**config.mk**
```make
export PLATFORM = sky130hd
export DESIGN_NAME = bj_game_ctrl
export DESIGN_NICKNAME = d
export VERILOG_FILES = /design/src/rtl/bj_game_ctrl.sv
export SDC_FILE = /design/constraint.sdc
export NUM_CORES = 1
export LEC_CHECK = 0
export ABC_CLOCK_PERIOD_IN_PS = 2700
export CORE_MARGIN = 2
export CORE_UTILIZATION = 50
export CTS_CLUSTER_DIAMETER = 50
export DETAILED_ROUTE_END_ITERATION = 6
export GPL_TIMING_DRIVEN = 1
export PLACE_DENSITY = 0.76
export SLEW_MARGIN = 20
export SYNTH_ARGS = -nofsm -noshare
export SYNTH_HDL_FRONTEND = slang
export SYNTH_SLANG_ARGS = --single-unit
```
**constraint.sdc**
```tcl
create_clock -name BJ_clock -period 2.7 [get_ports BJ_clock]
set_input_delay 0.405 -clock BJ_clock [delete_from_list [all_inputs] [get_ports BJ_clock]]
set_output_delay 0.405 -clock BJ_clock [all_outputs]
set_load 0.05 [all_outputs]
```
**src/rtl/bj_game_ctrl.sv**
```systemverilog
// rtl/bj_game_ctrl.sv - blackjack match sequencer between a deck source and BJkernel.
// Optional macro BJ_CARD_CHECK_EN: discard cards outside 1..10 and count them on bad_cards.
module bj_game_ctrl #(
    parameter int NEWGAME_CYCLES = 2,
    parameter int TIMEOUT        = 64,
    parameter int CNT_W          = 8
) (
    input  logic             BJ_clock,
    input  logic             reset,
    input  logic             start,
    input  logic [CNT_W-1:0] num_games,
    input  logic             card_valid,
    input  logic [3:0]       card_in,
    output logic             card_ready,
    input  logic             NextCard,
    input  logic             OK,
    input  logic             Fail,
    output logic             NewGame,
    output logic             NewCard,
    output logic [3:0]       Card,
    output logic             busy,
    output logic             done,
    output logic [CNT_W-1:0] wins,
    output logic [CNT_W-1:0] losses,
    output logic [CNT_W-1:0] games_played,
`ifdef BJ_CARD_CHECK_EN
    output logic [CNT_W-1:0] bad_cards,
`endif
    output logic             timeout_err
);

    typedef enum logic [3:0] {
        IDLE, NEWG, WAIT_REQ, FETCH, DEAL, DROP, ENDG, DONE, ERR
    } state_t;

    localparam logic [CNT_W-1:0] CNT_MAX   = '1;
    localparam logic [3:0]       NG_LAST   = 4'(NEWGAME_CYCLES);
    localparam logic [7:0]       WAIT_LAST = 8'(TIMEOUT - 1);

    state_t           state;
    logic [CNT_W-1:0] num_lat;
    logic [3:0]       ng_cnt;
    logic [7:0]       wait_cnt;
    logic [CNT_W-1:0] games_inc;
    logic             card_good;

    function automatic logic [CNT_W-1:0] sat_inc(input logic [CNT_W-1:0] v);
        return (v == CNT_MAX) ? v : v + CNT_W'(1);
    endfunction

    always_comb begin
        games_inc = sat_inc(games_played);
`ifdef BJ_CARD_CHECK_EN
        card_good = (card_in != 4'd0) && (card_in <= 4'd10);
`else
        card_good = 1'b1;
`endif
    end

    always_ff @(posedge BJ_clock) begin
        if (reset) begin
            state        <= IDLE;
            num_lat      <= '0;
            ng_cnt       <= '0;
            wait_cnt     <= '0;
            card_ready   <= 1'b0;
            NewGame      <= 1'b0;
            NewCard      <= 1'b0;
            Card         <= '0;
            busy         <= 1'b0;
            done         <= 1'b0;
            wins         <= '0;
            losses       <= '0;
            games_played <= '0;
            timeout_err  <= 1'b0;
`ifdef BJ_CARD_CHECK_EN
            bad_cards    <= '0;
`endif
        end else begin
            done <= 1'b0;
            case (state)
                IDLE: begin
                    if (start) begin
                        num_lat      <= num_games;
                        wins         <= '0;
                        losses       <= '0;
                        games_played <= '0;
                        timeout_err  <= 1'b0;
`ifdef BJ_CARD_CHECK_EN
                        bad_cards    <= '0;
`endif
                        busy         <= 1'b1;
                        if (num_games == '0) begin
                            state <= DONE;
                        end else begin
                            state   <= NEWG;
                            NewGame <= 1'b1;
                            ng_cnt  <= 4'd1;
                        end
                    end
                end
                NEWG: begin
                    if (ng_cnt == NG_LAST) begin
                        NewGame  <= 1'b0;
                        wait_cnt <= '0;
                        state    <= WAIT_REQ;
                    end else begin
                        ng_cnt <= ng_cnt + 4'd1;
                    end
                end
                WAIT_REQ: begin
                    // Fail outranks OK so a simultaneous report scores as a loss
                    if (Fail) begin
                        losses <= sat_inc(losses);
                        state  <= ENDG;
                    end else if (OK) begin
                        wins  <= sat_inc(wins);
                        state <= ENDG;
                    end else if (NextCard) begin
                        card_ready <= 1'b1;
                        state      <= FETCH;
                    end else if (wait_cnt == WAIT_LAST) begin
                        state <= ERR;
                    end else begin
                        wait_cnt <= wait_cnt + 8'd1;
                    end
                end
                FETCH: begin
                    if (card_valid && card_ready) begin
                        if (card_good) begin
                            Card       <= card_in;
                            card_ready <= 1'b0;
                            NewCard    <= 1'b1;
                            state      <= DEAL;
                        end
`ifdef BJ_CARD_CHECK_EN
                        else begin
                            bad_cards <= sat_inc(bad_cards);
                        end
`endif
                    end
                end
                DEAL: begin
                    NewCard  <= 1'b0;
                    wait_cnt <= '0;
                    state    <= DROP;
                end
                DROP: begin
                    if (!NextCard) begin
                        wait_cnt <= '0;
                        state    <= WAIT_REQ;
                    end else if (wait_cnt == WAIT_LAST) begin
                        state <= ERR;
                    end else begin
                        wait_cnt <= wait_cnt + 8'd1;
                    end
                end
                ENDG: begin
                    games_played <= games_inc;
                    if (games_inc == num_lat) begin
                        state <= DONE;
                    end else begin
                        NewGame <= 1'b1;
                        ng_cnt  <= 4'd1;
                        state   <= NEWG;
                    end
                end
                DONE: begin
                    done  <= 1'b1;
                    busy  <= 1'b0;
                    state <= IDLE;
                end
                ERR: begin
                    timeout_err <= 1'b1;
                    busy        <= 1'b0;
                    state       <= IDLE;
                end
                default: begin
                    busy  <= 1'b0;
                    state <= IDLE;
                end
            endcase
        end
    end

endmodule

```
==> impl_metrics.toml, run 1 <==
[setup_path]
cpPeakStageDelay_ns = 0.46
rrSetupSlack_ns = 0.22
required_ns = 2.92
cp_top_family = "simple AND/OR/NAND/NOR gates"
crit_path_end_kind = "flip-flop"
r2r_start = "games_played[0]$_SDFFE_PP0P_"
setup.worst_path.start_class = "flip-flop"
cp_max_fo = 9
crit_type = "reg -> reg"
slowest_stage = "dfxtp_1"
cp.arrival_ns = 2.70
r2r-end = "NewGame$_SDFFE_PP0P_"
reg2reg_depth = 8
path_cells = "ha_1, nand3_2, or2_1, a211oi_1, nor3_1, nor4_4, nor4_1, o21a_1"
critPathBufInv = 0

[run_status]
status = "finished, final reports clean"

[floorplan]
io-pin-count = 53
coreArea_mm2 = 0.00599
fp.dieH_um = 83.2
initial_core_util_pct = 52.3
rows = 28
die_w_um = 83.2
die_area_mm2 = 0.00692

[grt]
antenna_found_initial = 0
grt_max_degree = 39
overflow = 0
gr-usage-all-layers_pct = 21.6
grt_pass1_wl_mm = 12.6
grt_pass1_vias = 2779

[placed_design]
dp_cells = 510
placed_cell_area_mm2 = 0.00370
gp_congestion = 0.893
hpwl_mm = 5.32
io_buffers = 52

[sta]
final.setup.tns_ns = 0
worstMarginPinSlew_ns = 0.644
fmax_mhz = 403
max-slew-margin-rel_pct = 56.7
min_period_ns = 2.48
rsz0062_at_grt = "no"
final.setup_skew_ns = 0.00813
timing.final.crit_share_pct = 92.0
drv_slew = 0
report.final.hold_viol_count = 0
setup_viol_count_final = 0

[synth]
synth_common_cells = "dfxtp_1, nor2_1, nand2_1, a21oi_1, nor3_1"
yosys_warnings = 0
yosysMostFrequentCell = "dfxtp_1"
synthMuxAreaShare_pct = 1.92
yosysTopAreaCell = "dfxtp_1"
synth_top_cell_area_share_pct = 37.1
synth-compound-area-share_pct = 16.0
synth_xor_area_share_pct = 6.43
synth.net_count = 423
postSynth.asyncResetShare_pct = 0
ys_ff_latch = 58
synth_top_family_by_area = "simple AND/OR/NAND/NOR gates"
synthAdderAreaFrac_pct = 2.40
syn_area_mm2 = 0.00313
synthFlopType = "dfxtp_1"
synth_area_per_cell_um2 = 7.87
post_synth_num_cell_types = 56
synthTopCellsByArea = "dfxtp_1, nor2_1, nand2_1"
syn_inst = 398
synth-simple-area-share_pct = 32.3
synth_edf_count = 0
yosysSeqAreaShare_pct = 37.1

[final_layout]
final.fill_count = 519
layout-drive-gt1-share_pct = 6.68
num_antenna_cells = 0
stdcell_area_mm2 = 0.00385
syn2layout_area_growth_pct = 22.9
final_cells = 524
num-nets-final = 471

[pwr]
ir_drop_uv = 404
powerDensity_mw_per_mm2 = 645
total_power_mw = 2.48
leakagePower_nw = 1.33

[clock_tree]
cts_hold_buf = 0
cts_buffers = 9
clock_latency_ns = 0.33
clockRootBuffer = "clkbuf_8"
cts_tree = "built"
post_cts_resize_count = 0
htreeDepth = 3
clock-sinks = 58
cts_buffer_depth = 2
clkTransAtPathRegs_ns = 0.06
postCtsSetupBuffers = 0

[job]
drv_cap = 0

[routing]
wirelength_mm = 7.43
first_iter_violations = 223
dr.pass1.iters = 5
antenna_left = 0
detail_route.wl_per_cell_um = 14.2
vias_per_cell = 5.82
num_vias = 3051
drcViolationCount = 0

[worst_hold_path]
worstHoldPathType = "reg -> reg"
worstHoldPathCells = 2
worstHoldEndpoint = "num_lat[7]$_SDFFE_PP0P_"
hold_start = "num_lat[7]$_SDFFE_PP0P_"
[where the power goes]
group / internal [mW] / switching [mW] / leakage (nW)
Clock: 0.350 / 0.309 / 0.0766
Combinational: 0.311 / 0.491 / 0.779
Sequential: 0.926 / 0.0977 / 0.470
[worst max path at each step]
stage,start,endpoint,depth (start not counted),slack (ns)
2_1_floorplan,games_played[0]$_SDFFE_PP0P_,NewGame$_SDFFE_PP0P_,9,0.21
3_3_place_gp,start,ng_cnt[3]$_SDFFE_PP0P_,7,0.33
3_5_place_dp,start,ng_cnt[2]$_SDFFE_PP0P_,8,0.27
4_1_cts,games_played[0]$_SDFFE_PP0P_,NewGame$_SDFFE_PP0P_,8,0.27
5_1_grt,games_played[0]$_SDFFE_PP0P_,NewGame$_SDFFE_PP0P_,8,0.11
6_report,games_played[0]$_SDFFE_PP0P_,NewGame$_SDFFE_PP0P_,8,0.22
[kinds of logic (layout without fill, tap and decap cells)]
| group | count (synthesis) | after routing |
|---|---|---|
| adder cells (fa/ha/maj) | 6 | 6 |
| AND/OR/NAND/NOR | 199 | 199 |
| XOR/XNOR | 23 | 23 |
| multiplexers | 6 | 6 |
| AO/OA/AOI/OAI | 78 | 78 |
| flip-flops | 58 | 58 |
| buffers and inverters | 28 | 79 |
[placed cells by master, fill, tap and decap left out, types with 3 or more instances in the layout]
master and count:
dfxtp_1 58, clkdlybuf4s50_1 52, nor2_1 51, nand2_1 50
a21oi_1 32, nor3_1 20, nand3_1 17, xor2_1 14
clkbuf_8 10, nand2b_1 9, xnor2_1 9, nand4_1 7
o21ai_0 7, buf_4 7, inv_1 6, and3_1 6
mux2i_1 6, ha_1 6, nor4_1 5, a211oi_1 5
and4_1 5, a22oi_1 4, a31oi_1 4, nor2b_1 4
clkbuf_1 4, nor3b_1 3, or3_1 3, a211o_1 3
o211ai_1 3
[layer usage]
layer | up-vias | wire length [um] | global-route usage, % | share of wire (%)
met2 | 104 | 3430 | 35.0 | 46
met1 | 1430 | 3460 | 28.1 | 47
met5 | - | 0 | 0 | 0
met3 | 8 | 462 | 4.67 | 6.2
met4 | 0 | 80 | 8.64 | 1.1
li1 | 1509 | - | - | -
[per-stage QoR]
step / hold slack (ns) / util (%) / setup slack (ns)
2_1_floorplan: 0.447 / - / 0.206
3_3_place_gp: 0.460 / 61.7 / 0.325
3_5_place_dp: 0.466 / 61.7 / 0.265
4_1_cts: 0.474 / 64.3 / 0.268
5_1_grt: 0.491 / 64.3 / 0.111
6_report: 0.475 / 64.3 / 0.216
[flip-flops by register name (all words and copies together), names as in the netlist]
signal,count
games_played,8
losses,8
num_lat,8
wait_cnt,8
wins,8
Card,4
ng_cnt,4
state,4
NewCard,1
NewGame,1
busy,1
card_ready,1
done,1
timeout_err,1
[area by class of cell]
type                    count  area (um^2)  area share (%)
multi-input cells         312         1850            48.0
clock buffers              14          153            3.96
repair buffers             59          573            14.9
well taps                  75         93.8            2.44
flip-flops and latches     58         1160            30.1
inverters                   6         22.5           0.585
[worst reg2reg max path, stage by stage, from the launching register on]
cell and delay, ns:
dfxtp_1 0.46, ha_1 0.37, nand3_2 0.16, or2_1 0.32
a211oi_1 0.25, nor3_1 0.11, nor4_4 0.42, nor4_1 0.11
o21a_1 0.18
No activity file was read; power rests on OpenSTA's default activity.
==> inputs of run 2 (changes only) <==
--- a/config.mk
+++ b/config.mk
@@ -12,6 +12,7 @@
 export DETAILED_ROUTE_END_ITERATION = 6
 export GPL_TIMING_DRIVEN = 1
 export PLACE_DENSITY = 0.76
+export SETUP_SLACK_MARGIN = 0.02
 export SLEW_MARGIN = 20
 export SYNTH_ARGS = -nofsm -noshare
 export SYNTH_HDL_FRONTEND = slang
==> results of run 2 <==
Same layout as run 1: the final DEF is identical, and so are final timing and power.
==> inputs of run 3 (changes only) <==
--- a/config.mk
+++ b/config.mk
@@ -10,7 +10,6 @@
 export CORE_UTILIZATION = 50
 export CTS_CLUSTER_DIAMETER = 50
 export DETAILED_ROUTE_END_ITERATION = 6
-export GPL_TIMING_DRIVEN = 1
 export PLACE_DENSITY = 0.76
 export SETUP_SLACK_MARGIN = 0.02
 export SLEW_MARGIN = 20
==> results of run 3 <==
Same layout as run 1: the final DEF is identical, and so are final timing and power.
